--- src/rtl/and_nway_bist_if.sv ---
// Signal bundle between an and_nway_bist engine and whatever controls it and
// hosts the gate under test.
interface and_nway_bist_if #(
    parameter int unsigned NB_IN = 8
);
    logic             start;
    logic [1:0]       func_sel;
    logic [NB_IN-1:0] vec_out;
    logic             dut_out;
    logic             busy;
    logic             done;
    logic             pass;
    logic [NB_IN:0]   err_count;
    logic [NB_IN-1:0] first_fail_vec;
    logic             first_fail_vld;

    modport master (
        output start, func_sel, dut_out,
        input  vec_out, busy, done, pass, err_count, first_fail_vec, first_fail_vld
    );

    modport slave (
        input  start, func_sel, dut_out,
        output vec_out, busy, done, pass, err_count, first_fail_vec, first_fail_vld
    );
endinterface

--- src/rtl/and_nway_bist.sv ---
// Exhaustive stimulus/response engine for N-input reduction gates: sweeps every
// input vector, waits a settle window, and checks dut_out against the chosen function.
module and_nway_bist #(
    parameter int unsigned NB_IN  = 8,
    parameter int unsigned SETTLE = 1
) (
    input logic            clk,
    input logic            reset,
    and_nway_bist_if.slave bus
);
    localparam int unsigned   CW     = (SETTLE > 1) ? $clog2(SETTLE) : 1;
    localparam logic [CW-1:0] RELOAD = CW'(SETTLE - 1);

    typedef enum logic [1:0] {IDLE, SETTLE_WAIT, SAMPLE, DONE} state_t;

    state_t           state;
    logic [CW-1:0]    cnt;
    logic [1:0]       fn;
    logic [NB_IN-1:0] vec;
    logic             busy;
    logic             done;
    logic             pass;
    logic [NB_IN:0]   err;
    logic [NB_IN-1:0] ffv;
    logic             ffvld;
    logic             exp_bit;
    logic             mismatch;

    // x/z on dut_out must register as a failure, hence the case inequality.
    always_comb begin
        exp_bit = 1'b0;
        case (fn)
            2'b00:   exp_bit = &vec;
            2'b01:   exp_bit = |vec;
            2'b10:   exp_bit = ^vec;
            default: exp_bit = ~&vec;
        endcase
        mismatch = (bus.dut_out !== exp_bit);
    end

    always_ff @(posedge clk) begin
        if (reset) begin
            state <= IDLE;
            cnt   <= '0;
            fn    <= '0;
            vec   <= '0;
            busy  <= 1'b0;
            done  <= 1'b0;
            pass  <= 1'b0;
            err   <= '0;
            ffv   <= '0;
            ffvld <= 1'b0;
        end else begin
            case (state)
                IDLE: begin
                    if (bus.start) begin
                        fn    <= bus.func_sel;
                        err   <= '0;
                        ffv   <= '0;
                        ffvld <= 1'b0;
                        vec   <= '0;
                        pass  <= 1'b0;
                        busy  <= 1'b1;
                        cnt   <= RELOAD;
                        state <= SETTLE_WAIT;
                    end
                end
                SETTLE_WAIT: begin
                    if (cnt == '0) state <= SAMPLE;
                    else           cnt   <= cnt - 1'b1;
                end
                SAMPLE: begin
                    if (mismatch) begin
                        err <= err + 1'b1;
                        if (!ffvld) begin
                            ffv   <= vec;
                            ffvld <= 1'b1;
                        end
                    end
                    // pass has to include the compare being made on this edge.
                    if (vec == '1) begin
                        busy  <= 1'b0;
                        done  <= 1'b1;
                        pass  <= (err == '0) && !mismatch;
                        state <= DONE;
                    end else begin
                        vec   <= vec + 1'b1;
                        cnt   <= RELOAD;
                        state <= SETTLE_WAIT;
                    end
                end
                default: begin
                    done  <= 1'b0;
                    state <= IDLE;
                end
            endcase
        end
    end

    assign bus.vec_out        = vec;
    assign bus.busy           = busy;
    assign bus.done           = done;
    assign bus.pass           = pass;
    assign bus.err_count      = err;
    assign bus.first_fail_vec = ffv;
    assign bus.first_fail_vld = ffvld;
endmodule

--- src/flat_wrapper.sv ---
// flat-port wrapper written by rule: the top's interface ports become plain ports
module and_nway_bist_flat 
#(
    parameter int unsigned NB_IN  = 8,
    parameter int unsigned SETTLE = 1
)
  (clk, reset, bus_start, bus_func_sel, bus_dut_out, bus_vec_out, bus_busy, bus_done, bus_pass, bus_err_count, bus_first_fail_vec, bus_first_fail_vld);
  and_nway_bist_if #(.NB_IN(NB_IN)) bus_i ();
  input logic clk;
  input logic reset;
  input wire logic [$bits(bus_i.start)-1:0] bus_start;
  input wire logic [$bits(bus_i.func_sel)-1:0] bus_func_sel;
  input wire logic [$bits(bus_i.dut_out)-1:0] bus_dut_out;
  output wire logic [$bits(bus_i.vec_out)-1:0] bus_vec_out;
  output wire logic [$bits(bus_i.busy)-1:0] bus_busy;
  output wire logic [$bits(bus_i.done)-1:0] bus_done;
  output wire logic [$bits(bus_i.pass)-1:0] bus_pass;
  output wire logic [$bits(bus_i.err_count)-1:0] bus_err_count;
  output wire logic [$bits(bus_i.first_fail_vec)-1:0] bus_first_fail_vec;
  output wire logic [$bits(bus_i.first_fail_vld)-1:0] bus_first_fail_vld;
  assign bus_i.start = bus_start;
  assign bus_i.func_sel = bus_func_sel;
  assign bus_i.dut_out = bus_dut_out;
  assign bus_vec_out = bus_i.vec_out;
  assign bus_busy = bus_i.busy;
  assign bus_done = bus_i.done;
  assign bus_pass = bus_i.pass;
  assign bus_err_count = bus_i.err_count;
  assign bus_first_fail_vec = bus_i.first_fail_vec;
  assign bus_first_fail_vld = bus_i.first_fail_vld;
  and_nway_bist #(.NB_IN(NB_IN), .SETTLE(SETTLE)) u_core (.clk(clk), .reset(reset), .bus(bus_i));
endmodule
--- config.mk ---
export PLATFORM = sky130hd
export DESIGN_NAME = and_nway_bist_flat
export DESIGN_NICKNAME = d
export VERILOG_FILES = /design/src/rtl/and_nway_bist_if.sv /design/src/rtl/and_nway_bist.sv /design/src/flat_wrapper.sv
export SDC_FILE = /design/constraint.sdc
export NUM_CORES = 1
export LEC_CHECK = 0
export ABC_CLOCK_PERIOD_IN_PS = 3800
export CAP_MARGIN = 5
export CORE_MARGIN = 2
export CORE_UTILIZATION = 37
export CTS_CLUSTER_SIZE = 30
export DETAILED_ROUTE_END_ITERATION = 16
export HOLD_SLACK_MARGIN = 0.06
export PLACE_DENSITY = 0.62
export SLEW_MARGIN = 20
export SYNTH_ARGS = -nofsm -noshare
export SYNTH_HDL_FRONTEND = slang
export SYNTH_SLANG_ARGS = --single-unit
--- constraint.sdc ---
create_clock -name clk -period 3.8 [get_ports clk]
set_input_delay 0.76 -clock clk [delete_from_list [all_inputs] [get_ports clk]]
set_output_delay 0.76 -clock clk [all_outputs]
set_load 0.02 [all_outputs]
# Yosys cells after proc, flatten, opt, wreduce, memory -nomap -nowiden
# Index checks and enable logic that the tools add are counted.
[word_totals]
output_inout_bits = 29
input_bits = 6
register_bits = 34
word_cells = 73
[op_classes]
reduce_logical = 20
add_sub_neg = 3
bitwise_logic = 1
eq_ne = 12
n_mux = 27
[op_table]
columns = ["op", "n"]
rows = [
  ["8-bit 2-to-1 mux", 4],
  ["8-bit one-hot mux with 2 select lines", 2],
  ["9-bit 2-to-1 mux", 2],
  ["9-bit one-hot mux with 2 select lines", 1],
  ["3-bit AND reduction", 4],
  ["9-bit by 1-bit adder with 9-bit output (second input constant)", 1],
  ["9-bit logical NOT", 1],
  ["8-bit by 1-bit adder with 8-bit output (second input constant)", 1],
  ["8-bit equality test (second input constant)", 1],
  ["1-bit 2-to-1 mux", 8],
  ["2-bit != test (second input constant)", 4],
  ["1-bit one-hot mux with 2 select lines", 4],
  ["8-bit AND reduction", 1],
  ["8-bit OR reduction", 1],
  ["8-bit XOR reduction", 1],
  ["2-bit 2-to-1 mux", 3],
  ["1-bit one-hot mux with 3 select lines", 2],
  ["2-bit one-hot mux with 3 select lines", 1],
  ["2-bit AND reduction", 3],
  ["2-bit by 1-bit equality test with 1-bit output (second input constant)", 2],
  ["2-bit equality test (second input constant)", 2],
  ["2-bit logical NOT", 2],
  ["2-bit by 1-bit != test with 1-bit output (second input constant)", 2],
  ["4-bit AND reduction", 1],
  ["other kinds (8)", 9],
]

# Depth between registers and ports, before layout
[logic_depth]
word_depth = 8
ltp_mapped = 8

# Least setup slack after synthesis
# No wires, ideal clock.
[synth_path]
path_kind = "register to register"
from = "register u_core.vec[6] (netlist: u_core.bus.vec_out[6])"
to = "register u_core.ffv[0] (netlist: u_core.bus.first_fail_vec[0])"
path_slack_ns = 1.372
setup_time_ns = 0.065
arrival_ns = 2.363
synth_period_minus_slack_ns = 2.428
t_required_ns = 3.735
stages_incl_launch_ff = 9
cell_sequence = "dfxtp_1 > inv_1 > ha_1 > xor2_1 > xnor2_1 > a32oi_2 > mux2i_2 > mux2_1 > nor2_1"
[synth_between]
elab_chain_len = 6
elab_cells_between_ends = 8
[synth_lines]
columns = ["element", "line", "rtl"]
rows = [
  ["start: declaration", "and_nway_bist.sv:19", "logic [NB_IN-1:0] vec;"],
  ["start signal: assignment", "and_nway_bist.sv:87", "vec <= vec + 1'b1;"],
  ["8-bit AND reduction", "and_nway_bist.sv:33, and_nway_bist.sv:36", ""],
  ["1-bit logical NOT", "and_nway_bist.sv:36", "default: exp_bit = ~&vec;"],
  ["1-bit one-hot mux with 3 select lines *", "and_nway_bist.sv:32", "case (fn)"],
  ["1-bit case inequality test *", "and_nway_bist.sv:38", "mismatch = (bus.dut_out !== exp_bit);"],
  ["2-bit by 1-bit != test with 1-bit output (no line) *", "-", ""],
  ["4-bit AND reduction (no line) *", "-", ""],
  ["end signal: assignment", "and_nway_bist.sv:76", "ffv <= vec;"],
  ["end: declaration", "and_nway_bist.sv:24", "logic [NB_IN-1:0] ffv;"],
]
# Every way passes the cells marked *; elsewhere a longest branch is shown, timed or not.
# A chain may end at the register's enable or synchronous reset.

# Worst setup path in the final report
[layout_path]
from = "register u_core.vec[0] (netlist: u_core.bus.vec_out[0])"
to = "register u_core.ffv[7] (netlist: u_core.bus.first_fail_vec[7])"
# The elaborated chain is that of the path after synthesis.

==> out/qor.txt <==
EDFF count, synth = 0
Total grt overflow = 0
Initial DRC Count = 33
First-pass iteration count of the detailed router = 4
Initial core utilization = 0.3893
Total track usage = 0.1563
Total Nets Final = 254
Leakage = 0.0008083 µW
Clk_lat worst skew = 0.29 ns
Clk root buf = clkbuf_8
Core box area = 4384 µm²
Clock slew at the register clock pins of the worst setup and hold paths = 0.07 ns
Die X = 71.92 µm
Wire per inst = 12.55 µm
Placed cells = 283
Fin. Hold Viols = 0
Cts repair resizes = 0
Power density over the cells = 341.4 nW/µm²
Mapped Nets = 218
Crit path time final = 2.623 ns
Critical path launch point type = flop
TNS Setup = 0 ns
Maxcap violations = 0
Share of cells above drive strength 1 = 0.05858
Clk buf depth = 2
Internal power = 586.4 µW
Die ar. = 5172 µm²
Hold WC Path Type = flop to flop
Final worst-path cycle share = 0.6903
Largest net degree at the start of global routing = 21
Routed WL = 3.653 mm
Cells after synthesis = 202
CTS tree = yes
CTS Sinks = 33
Sequential group share of total power = 0.474
Diodes inserted = 0
Vias = 1,409
RSZ-0062 raised after global routing = false
Rel. slew slack = 0.5244
First-pass GRT wire length = 6.258 mm
Yosys warning count = 0
Seq cells post-synth = 33
CP required = 4.01 ns
Ys flop type = dfxtp_1
Non-Filler Instances = 291
Maximum VDD drop = 185.0 µV
Most common cell after layout, fill and taps aside = clkdlybuf4s50_1
Highest Clock Rate = 381.2 MHz
WP data arrival = 2.84 ns
Worst slew pin tran = 0.7112 ns
Row Count = 24
Sw Share = 0.2200
Final clock skew = 0.008053 ns
Final GP Congestion = 0.7348
Slew Viols, Final = 0
CTS buffer count = 5
Number of global-route vias before repair = 1,364
Initial antenna violation count = 0
Critical-path maximum fanout = 8
HPWL Detailed = 2.660 mm
Synth Cell Area = 1707 µm²
Critical path class = flop to flop
Port Buffer Count = 34
DRC viols = 0
Total I/O pin count = 35
Synth unique cells = 37
Clock network power share = 0.456
Crit. End Element = flop
Postcts setup bufs = 0
Hold Buf Count CTS = 0
DRT antenna net count = 0
Switch Pwr = 165.4 µW
Synth Area per Inst = 8.449 µm²
Area Growth Syn to Fin = 29.03%
Die extent in y = 71.92 µm
Vias per cell = 4.842
Asr flop ratio synth = 0
Commonest non-fill, non-tap cells in the layout = clkdlybuf4s50_1, dfxtp_1, nor2_1, nand2_1, o21ai_0
Status = complete, no violations
Register area share after synthesis = 0.3871
Combinational share of power = 0.070
Worst hold slack = 0.4764 ns
Final setup fails = 0
H-tree levels = 2
-- state kept, by name, indices dropped and copies added (netlist names) --
| register | count |
|---|---|
| u_core.bus.busy | 1 |
| u_core.bus.pass | 1 |
| u_core.state | 2 |
| u_core.bus.done | 1 |
| u_core.bus.err_count | 9 |
| u_core.bus.first_fail_vld | 1 |
| u_core.bus.vec_out | 8 |
| u_core.bus.first_fail_vec | 8 |
| u_core.fn | 2 |
-- critical path: stages, from the launching register on --
cell     delay (ns)
dfxtp_1        0.40
inv_1          0.11
ha_1           0.34
xnor2_1        0.15
xnor2_1        0.14
a32oi_2        0.35
mux2i_2        0.59
mux2_1         0.39
nor2_1         0.09
-- power by group through the flow --
| stage | Clock [µW] | Combinational, µW | Sequential [µW] |
|---|---|---|---|
| global route | 365 | 57.8 | 357 |
| detailed placement | 0 | 52.9 | 364 |
| global placement | 0 | 52.6 | 364 |
| finish | 343 | 52.4 | 357 |
| CTS | 354 | 53.2 | 356 |
| floorplan | 0 | 34.0 | 364 |
-- path summary, 6_finish.rpt --
check / startpoint / endpoint / slack, ns / cells after the start
min reg2reg: u_core.bus.pass / u_core.bus.pass / 0.48 / 2
max reg2reg: u_core.bus.vec_out[0] / u_core.bus.first_fail_vec[7] / 1.18 / 8
max: u_core.bus.vec_out[0] / u_core.bus.first_fail_vec[7] / 1.18 / 8
min: u_core.bus.pass / u_core.bus.pass / 0.48 / 2
-- layout make-up --
class	instances	area (µm²)
Multi-Input combinational cell	151	970.9
Clock buffer	7	86.33
Timing Repair Buffer	34	340.3
Fill cell	424	2182
Sequential cell	33	660.6
Tap cell	52	65.06
Clock inverter	1	30.03
Inverter	13	48.80
-- synthesized netlist by cell type, drive strengths merged (2+ instances only) --
cell    instances  area (µm²)
a21oi           4       20.02
ha             10       125.1
xnor2          10       87.58
xor2            2       17.52
inv            12       45.04
o21ai          14       70.07
nor2           28       105.1
nor3            4       20.02
and3            2       12.51
mux2i           4       43.79
dfxtp          33       660.6
and2            4       25.02
nand2b          2       12.51
mux2           11       123.9
a22oi           2       15.01
nand3           7       35.03
and4            2       20.02
nor3b           2       15.01
clkbuf          4       15.01
nor2b           4       25.02
nand2          28       105.1
-- kinds of logic after synthesis --
family | count (synthesis) | synth area share
adder cells (fa/ha/maj) | 10 | 0.07331
AND/OR/NAND/NOR | 87 | 0.2361
XOR/XNOR | 12 | 0.06158
buffers and inverters | 18 | 0.04398
AO/OA/AOI/OAI | 27 | 0.09972
multiplexers | 15 | 0.09824
flip-flops | 33 | 0.3871
-- metal layers --
layer / vias to the layer above / global-route usage / part of all wire
met5: - / 0 / 0
li1: 747 / - / -
met4: 0 / 0.05660 / 0.015
met2: 27 / 0.2521 / 0.46
met3: 6 / 0.04306 / 0.044
met1: 629 / 0.2010 / 0.48
-- through the flow --
stage               power [µW]  setup WS (ns)    util  cell area (µm²)
floorplan                398.1          1.372       -             1707
global placement         416.9          1.191  0.4757             2086
detailed placement       417.3          1.172  0.4757             2086
CTS                      763.9          1.146  0.5023             2202
global route             780.3         0.9951  0.5023             2202
finish                   751.8          1.177  0.5023             2202
Power figures use the tool's default switching activity.
